### src/rtl/casc_ram_array.sv
// casc_ram_array: cleared-on-reset RAM array, NV banks x NH chips wide.
// Ports: CLK/RSTN, EN/WE/A/D/LANE request; Q/QV read-back; BUSY during clear.

// casc_ram_chip: one small RAM chip, synchronous write, asynchronous read.
// Ports: CLK, we, addr, d (write data), q (data at addr).
module casc_ram_chip #(
   parameter int W  = 4,
   parameter int AW = 2
) (
   input  logic          CLK,
   input  logic          we,
   input  logic [AW-1:0] addr,
   input  logic [W-1:0]  d,
   output logic [W-1:0]  q
);

   logic [W-1:0] mem [2**AW];

   always_ff @(posedge CLK) begin
      if (we) begin
         mem[addr] <= d;
      end
   end

   assign q = mem[addr];

endmodule

// casc_ram_array top: muxes the clear sequencer or the request onto the
// chips and registers the read / write-through word onto Q.
module casc_ram_array #(
   parameter  int CHIP_W     = 4,
   parameter  int CHIP_AW    = 2,
   parameter  int NH         = 2,
   parameter  int NV         = 2,
   parameter  bit WRITE_THRU = 1'b0,
   localparam int BW         = $clog2(NV),
   localparam int AW         = CHIP_AW + BW,
   localparam int DW         = CHIP_W * NH
) (
   input  logic          CLK,
   input  logic          RSTN,
   input  logic          EN,
   input  logic          WE,
   input  logic [AW-1:0] A,
   input  logic [DW-1:0] D,
   input  logic [NH-1:0] LANE,
   output logic [DW-1:0] Q,
   output logic          QV,
   output logic          BUSY
);

   localparam int BSW = (BW > 0) ? BW : 1;

   typedef enum logic {
      INIT,
      RUN
   } state_t;

   state_t state;

   logic [AW-1:0] clr_cnt;
   logic [AW-1:0] acc_addr;
   logic [BSW-1:0] bank;
   logic [CHIP_AW-1:0] row;

   logic [NH-1:0] chip_we [NV];
   logic [CHIP_W-1:0] chip_d [NH];
   logic [CHIP_W-1:0] chip_q [NV][NH];

   logic [DW-1:0] rd_word;
   logic [DW-1:0] merged;

   logic in_init;
   logic wr_req;

   assign in_init = (state == INIT);
   assign wr_req  = !in_init && EN && WE;

   // The sequencer owns the address bus while clearing.
   assign acc_addr = in_init ? clr_cnt : A;
   assign row      = acc_addr[CHIP_AW-1:0];

   if (BW > 0) begin : g_bank_sel
      assign bank = acc_addr[AW-1:CHIP_AW];
   end else begin : g_one_bank
      assign bank = '0;
   end

   // Chip enables: clear hits every lane of the addressed word; a request
   // hits only masked lanes of the selected bank. Nothing is written while
   // RSTN is low so reset leaves contents intact.
   always_comb begin
      for (int b = 0; b < NV; b++) begin
         chip_we[b] = '0;
         if (RSTN && bank == BSW'(b)) begin
            if (in_init) begin
               chip_we[b] = '1;
            end else if (wr_req) begin
               chip_we[b] = LANE;
            end
         end
      end
   end

   always_comb begin
      for (int k = 0; k < NH; k++) begin
         chip_d[k] = in_init ? '0 : D[k*CHIP_W +: CHIP_W];
      end
   end

   // Old word of the selected bank, and the word as it reads after a write.
   always_comb begin
      rd_word = '0;
      merged  = '0;
      for (int k = 0; k < NH; k++) begin
         rd_word[k*CHIP_W +: CHIP_W] = chip_q[bank][k];
         merged[k*CHIP_W +: CHIP_W] = LANE[k] ?
            D[k*CHIP_W +: CHIP_W] : chip_q[bank][k];
      end
   end

   for (genvar b = 0; b < NV; b++) begin : g_bank
      for (genvar k = 0; k < NH; k++) begin : g_chip
         casc_ram_chip #(
            .W  (CHIP_W),
            .AW (CHIP_AW)
         ) u_chip (
            .CLK  (CLK),
            .we   (chip_we[b][k]),
            .addr (row),
            .d    (chip_d[k]),
            .q    (chip_q[b][k])
         );
      end
   end

   always_ff @(posedge CLK) begin
      if (!RSTN) begin
         state   <= INIT;
         clr_cnt <= '0;
         Q       <= '0;
         QV      <= 1'b0;
         BUSY    <= 1'b1;
      end else begin
         QV <= 1'b0;
         unique case (state)
            INIT: begin
               clr_cnt <= clr_cnt + 1'b1;
               // Bank count is a power of two, so the last word is all ones.
               if (clr_cnt == '1) begin
                  state   <= RUN;
                  BUSY    <= 1'b0;
                  clr_cnt <= '0;
               end
            end
            RUN: begin
               if (EN) begin
                  if (!WE) begin
                     Q  <= rd_word;
                     QV <= 1'b1;
                  end else if (WRITE_THRU) begin
                     Q  <= merged;
                     QV <= 1'b1;
                  end
               end
            end
            default: begin
               state <= INIT;
            end
         endcase
      end
   end

endmodule
### config.mk
export PLATFORM = sky130hd
export DESIGN_NAME = casc_ram_array
export DESIGN_NICKNAME = d
export VERILOG_FILES = /design/src/rtl/casc_ram_array.sv
export SDC_FILE = /design/constraint.sdc
export NUM_CORES = 1
export LEC_CHECK = 0
export ABC_AREA = 1
export ABC_CLOCK_PERIOD_IN_PS = 2050
export CORE_ASPECT_RATIO = 0.6
export CORE_MARGIN = 2
export CORE_UTILIZATION = 52
export CTS_CLUSTER_SIZE = 40
export DETAILED_ROUTE_END_ITERATION = 10
export GPL_ROUTABILITY_DRIVEN = 0
export GPL_TIMING_DRIVEN = 0
export PLACE_DENSITY = 0.75
export SYNTH_ARGS = -nofsm -noshare
export SYNTH_HDL_FRONTEND = slang
export SYNTH_HIERARCHICAL = 1
export SYNTH_SLANG_ARGS = --single-unit
### constraint.sdc
create_clock -name CLK -period 2.05 [get_ports CLK]
set_input_delay 0.3075 -clock CLK [delete_from_list [all_inputs] [get_ports CLK]]
set_output_delay 0.3075 -clock CLK [all_outputs]
set_load 0.05 [all_outputs]
==> impl_metrics.py, run 1 <==
metrics = {
    "run_status": {
        "outcome": "finished clean",
    },
    "global_route": {
        "grt_start_max_net_pins": 29,
        "number_of_antenna_violations_at_the_first_check_in_global_routing": 0,
        "first_global_vias": 2254,
        "grt_use_total_pct": 21.1,
        "grt_pass1_wl_mm": 11.1,
        "gr_ovfl_total": 0,
    },
    "timing": {
        "setup-tns-final_ns": 0,
        "final_worst_path_period_need_ns": 2.04,
        "grt_setup_unrepaired": "true",
        "slew_violations": 0,
        "worst_slew_margin_rel_pct": 61.8,
        "fin_skew_ns": 0.00698,
        "fmax_mhz": 491,
        "finalSetupViolCount": 0,
        "worst_margin_pin_slew_ns": 0.569,
        "hold_violations": 0,
        "period_share_pct": 99.3,
        "timing.final.ws_setup_ns": 0.0147,
    },
    "floorplanning": {
        "row_count": 23,
        "full_die_area_mm2": 0.00743,
        "die_width_um": 110,
        "core_region_area_mm2": 0.00659,
        "die_height_um": 67.6,
        "design.portCount": 27,
        "initial_utilization_pct": 53.2,
    },
    "synthesis": {
        "dominantRegCellSynth": "sky130_fd_sc_hd__edfxtp_1",
        "yosysMostFrequentCell": "sky130_fd_sc_hd__nand2_1",
        "asyncSetResetFlopFracSynth_pct": 0,
        "synth_enable_flop_cells": 64,
        "number_of_distinct_library_cells_after_synthesis": 23,
        "synth_fp_nets": 386,
        "syn_area_mm2": 0.00350,
        "post_synth_main_area_contributors": "sky130_fd_sc_hd__edfxtp_1 55%, sky130_fd_sc_hd__nand2_1 18%, sky130_fd_sc_hd__dfxtp_1 8.0%",
        "seq_total_area_yosys_pct": 62.8,
        "yosysWarningCount": 6,
        "ys_top_cells_by_count": "170 x sky130_fd_sc_hd__nand2_1, 64 x sky130_fd_sc_hd__edfxtp_1, 24 x sky130_fd_sc_hd__inv_1, 24 x sky130_fd_sc_hd__nand3_1",
        "syn_inst_count": 367,
        "yosys_register_bits": 78,
        "syn_avg_cell_area_um2": 9.55,
        "yosys.area.top_type": "sky130_fd_sc_hd__edfxtp_1",
        "proportion_of_netlist_area_held_by_the_largest_area_contributor_pct": 54.8,
    },
    "routing": {
        "count_of_tritonroute_iterations_in_the_first_routing_pass": 5,
        "drtAntennaViolNets": 0,
        "detailroute.via_count": 2522,
        "drt-initial-drc-count": 148,
        "wirelength_mm": 7.06,
        "route.detailed.drc": 0,
        "detail_route.vias_per_cell": 5.08,
        "wire_per_inst_um": 14.2,
    },
    "clock_network": {
        "path_clk_slew_ns": 0.07,
        "cts-root-to-sink-buffers": 2,
        "clock-sinks": 78,
        "tritoncts": "yes",
        "cts_post_setup_buffers_inserted": 0,
        "postCtsHoldBufs": 0,
        "insertion_delay_ns": 0.35,
        "cts.root.buffer_cell": "sky130_fd_sc_hd__clkbuf_8",
        "h-tree-depth": 3,
        "cts_buffer_count": 9,
    },
    "critical_path": {
        "critical_path.top_delay_family": "buffers and inverters",
        "worstPathMaxFanout": 10,
        "rr_worst_depth": 4,
        "start_kind": "input pin",
        "required_ns": 2.04,
        "cp.depth": 6,
        "ordered_cell_list_for_the_critical_path": "clkdlybuf4s50_1, inv_1, buf_2, nor3_1, inv_1, nor3_1",
        "crit_path_top_delay_cell": "sky130_fd_sc_hd__clkdlybuf4s50_1",
        "timing.critical_path.arrival_ns": 2.03,
        "timing_worst_setup_path_type": "in -> reg",
        "critical_path_buf_inv_count": 4,
        "worstSetupEndpointType": "flop",
        "cp_slowest_stage_delay_ns": 0.53,
    },
    "place": {
        "dp_slack_ns": -0.543,
        "place.detailed.instances": 480,
        "placement.io_buffers": 26,
        "hpwl_dp_mm": 5.01,
    },
    "cells_and_area": {
        "n_antenna_cell": 0,
        "layout-drive-gt1-share_pct": 13.0,
        "layoutNonFillerInstCount": 496,
        "syn_to_final_growth_pct": 18.1,
        "num-nets-final": 423,
        "fillers": 552,
        "combined_area_of_the_multi_input_logic_cells_mm2": 0.00119,
        "ff_latch_area_mm2": 0.00220,
    },
    "run": {
        "maximum_capacitance_violations": 0,
    },
    "power": {
        "pwr_density_cell_mw_per_mm2": 789,
        "total_power_mw": 3.26,
        "vdd.ir_drop.worst_uv": 317,
        "power_leakage_nw": 1.78,
    },
    "worst_hold_path": {
        "min-delay-path-class": "reg -> reg",
        "timing.hold.worst_path_depth": 2,
    },
}
-- registers in the layout (all words and copies together), names as in the netlist --
register                  cells
clr_cnt                       3
BUSY                          1
Q                             8
state                         1
QV                            1
g_bank.g_chip.u_chip/mem     64
-- logic make-up after synthesis --
group	after synthesis	share of synthesized area, %
buffers and inverters	41	5.50
and+or+nand+nor	238	29.6
AOI/OAI and AO/OA	7	1.07
muxes	1	0.321
adders and majority gates	2	0.714
DFF	78	62.8
-- layout make-up --
cell class,instances,share of cell area (%)
multi-input combinational,248,28.8
tap,87,2.63
clock buffer,10,3.08
sequential,78,53.2
inverter,33,3.05
clock inverter,6,1.27
buffer,8,1.60
timing repair buffer,26,6.29
-- layer usage --
layer | wire length, um | global-route usage [%] | vias up
li1 | - | - | 1279
met1 | 3470 | 30.6 | 1153
met2 | 2990 | 29.8 | 81
met3 | 499 | 6.18 | 9
met4 | 99 | 8.54 | 0
met5 | 0 | 0 | -
-- through the flow --
step | utilization, % | instance area [um^2] | hold slack [ns]
CTS | 62.2 | 4100 | 0.470
global route | 62.8 | 4140 | 0.505
global placement | 58.8 | 3870 | 0.427
detailed placement | 58.8 | 3870 | 0.459
finish | 62.8 | 4140 | 0.457
floorplan | - | 3500 | 0.376
-- path summary, 6_finish.rpt --
path / end / slack (ns) / start
setup / recovery: g_bank[0].g_chip[1].u_chip/mem[0][2] / 0.01 / RSTN
hold / removal: BUSY / 0.46 / BUSY
setup reg to reg: g_bank[0].g_chip[1].u_chip/mem[0][2] / 0.04 / state
hold reg to reg: BUSY / 0.46 / BUSY
-- report_power, final --
part	switching (mW)	total, mW	internal, mW
Combinational	0.297	0.431	0.135
Sequential	0.0159	1.77	1.75
Clock	0.522	1.07	0.546
-- worst reg2reg max path, stage by stage (launching register included) --
cell                      delay [ns]
sky130_fd_sc_hd__dfxtp_1        0.33
sky130_fd_sc_hd__buf_6          0.15
sky130_fd_sc_hd__mux2_2         0.46
sky130_fd_sc_hd__buf_4          0.22
sky130_fd_sc_hd__nor3_1         0.49
-- cell usage in the layout, fill, tap and decap left out, drive strengths merged, types with 2 or more instances in the layout --
cell type / Yosys / layout
nand2: 174 / 174
edfxtp: 64 / 64
inv: 33 / 33
clkdlybuf4s50: 0 / 26
nand3: 24 / 24
nor3: 21 / 21
nor2: 19 / 19
dfxtp: 14 / 14
clkbuf: 0 / 10
buf: 8 / 8
clkinv: 0 / 4
a21oi: 3 / 3
a31oi: 2 / 2
o21ai: 2 / 2
ha: 2 / 2
-- what timing repair did --
item                                    CTS  global route
gates resized for setup                   8             7
pin swaps                                 0             1
endpoints found under the setup margin   72            49
No activity file was read; power rests on OpenSTA's default activity.
==> run 2, diff against run 1 <==
Settings changed: GPL_ROUTABILITY_DRIVEN 0 to unset.
==> results of run 2 <==
No change in the layout: final DEF, timing and power equal those of run 1.
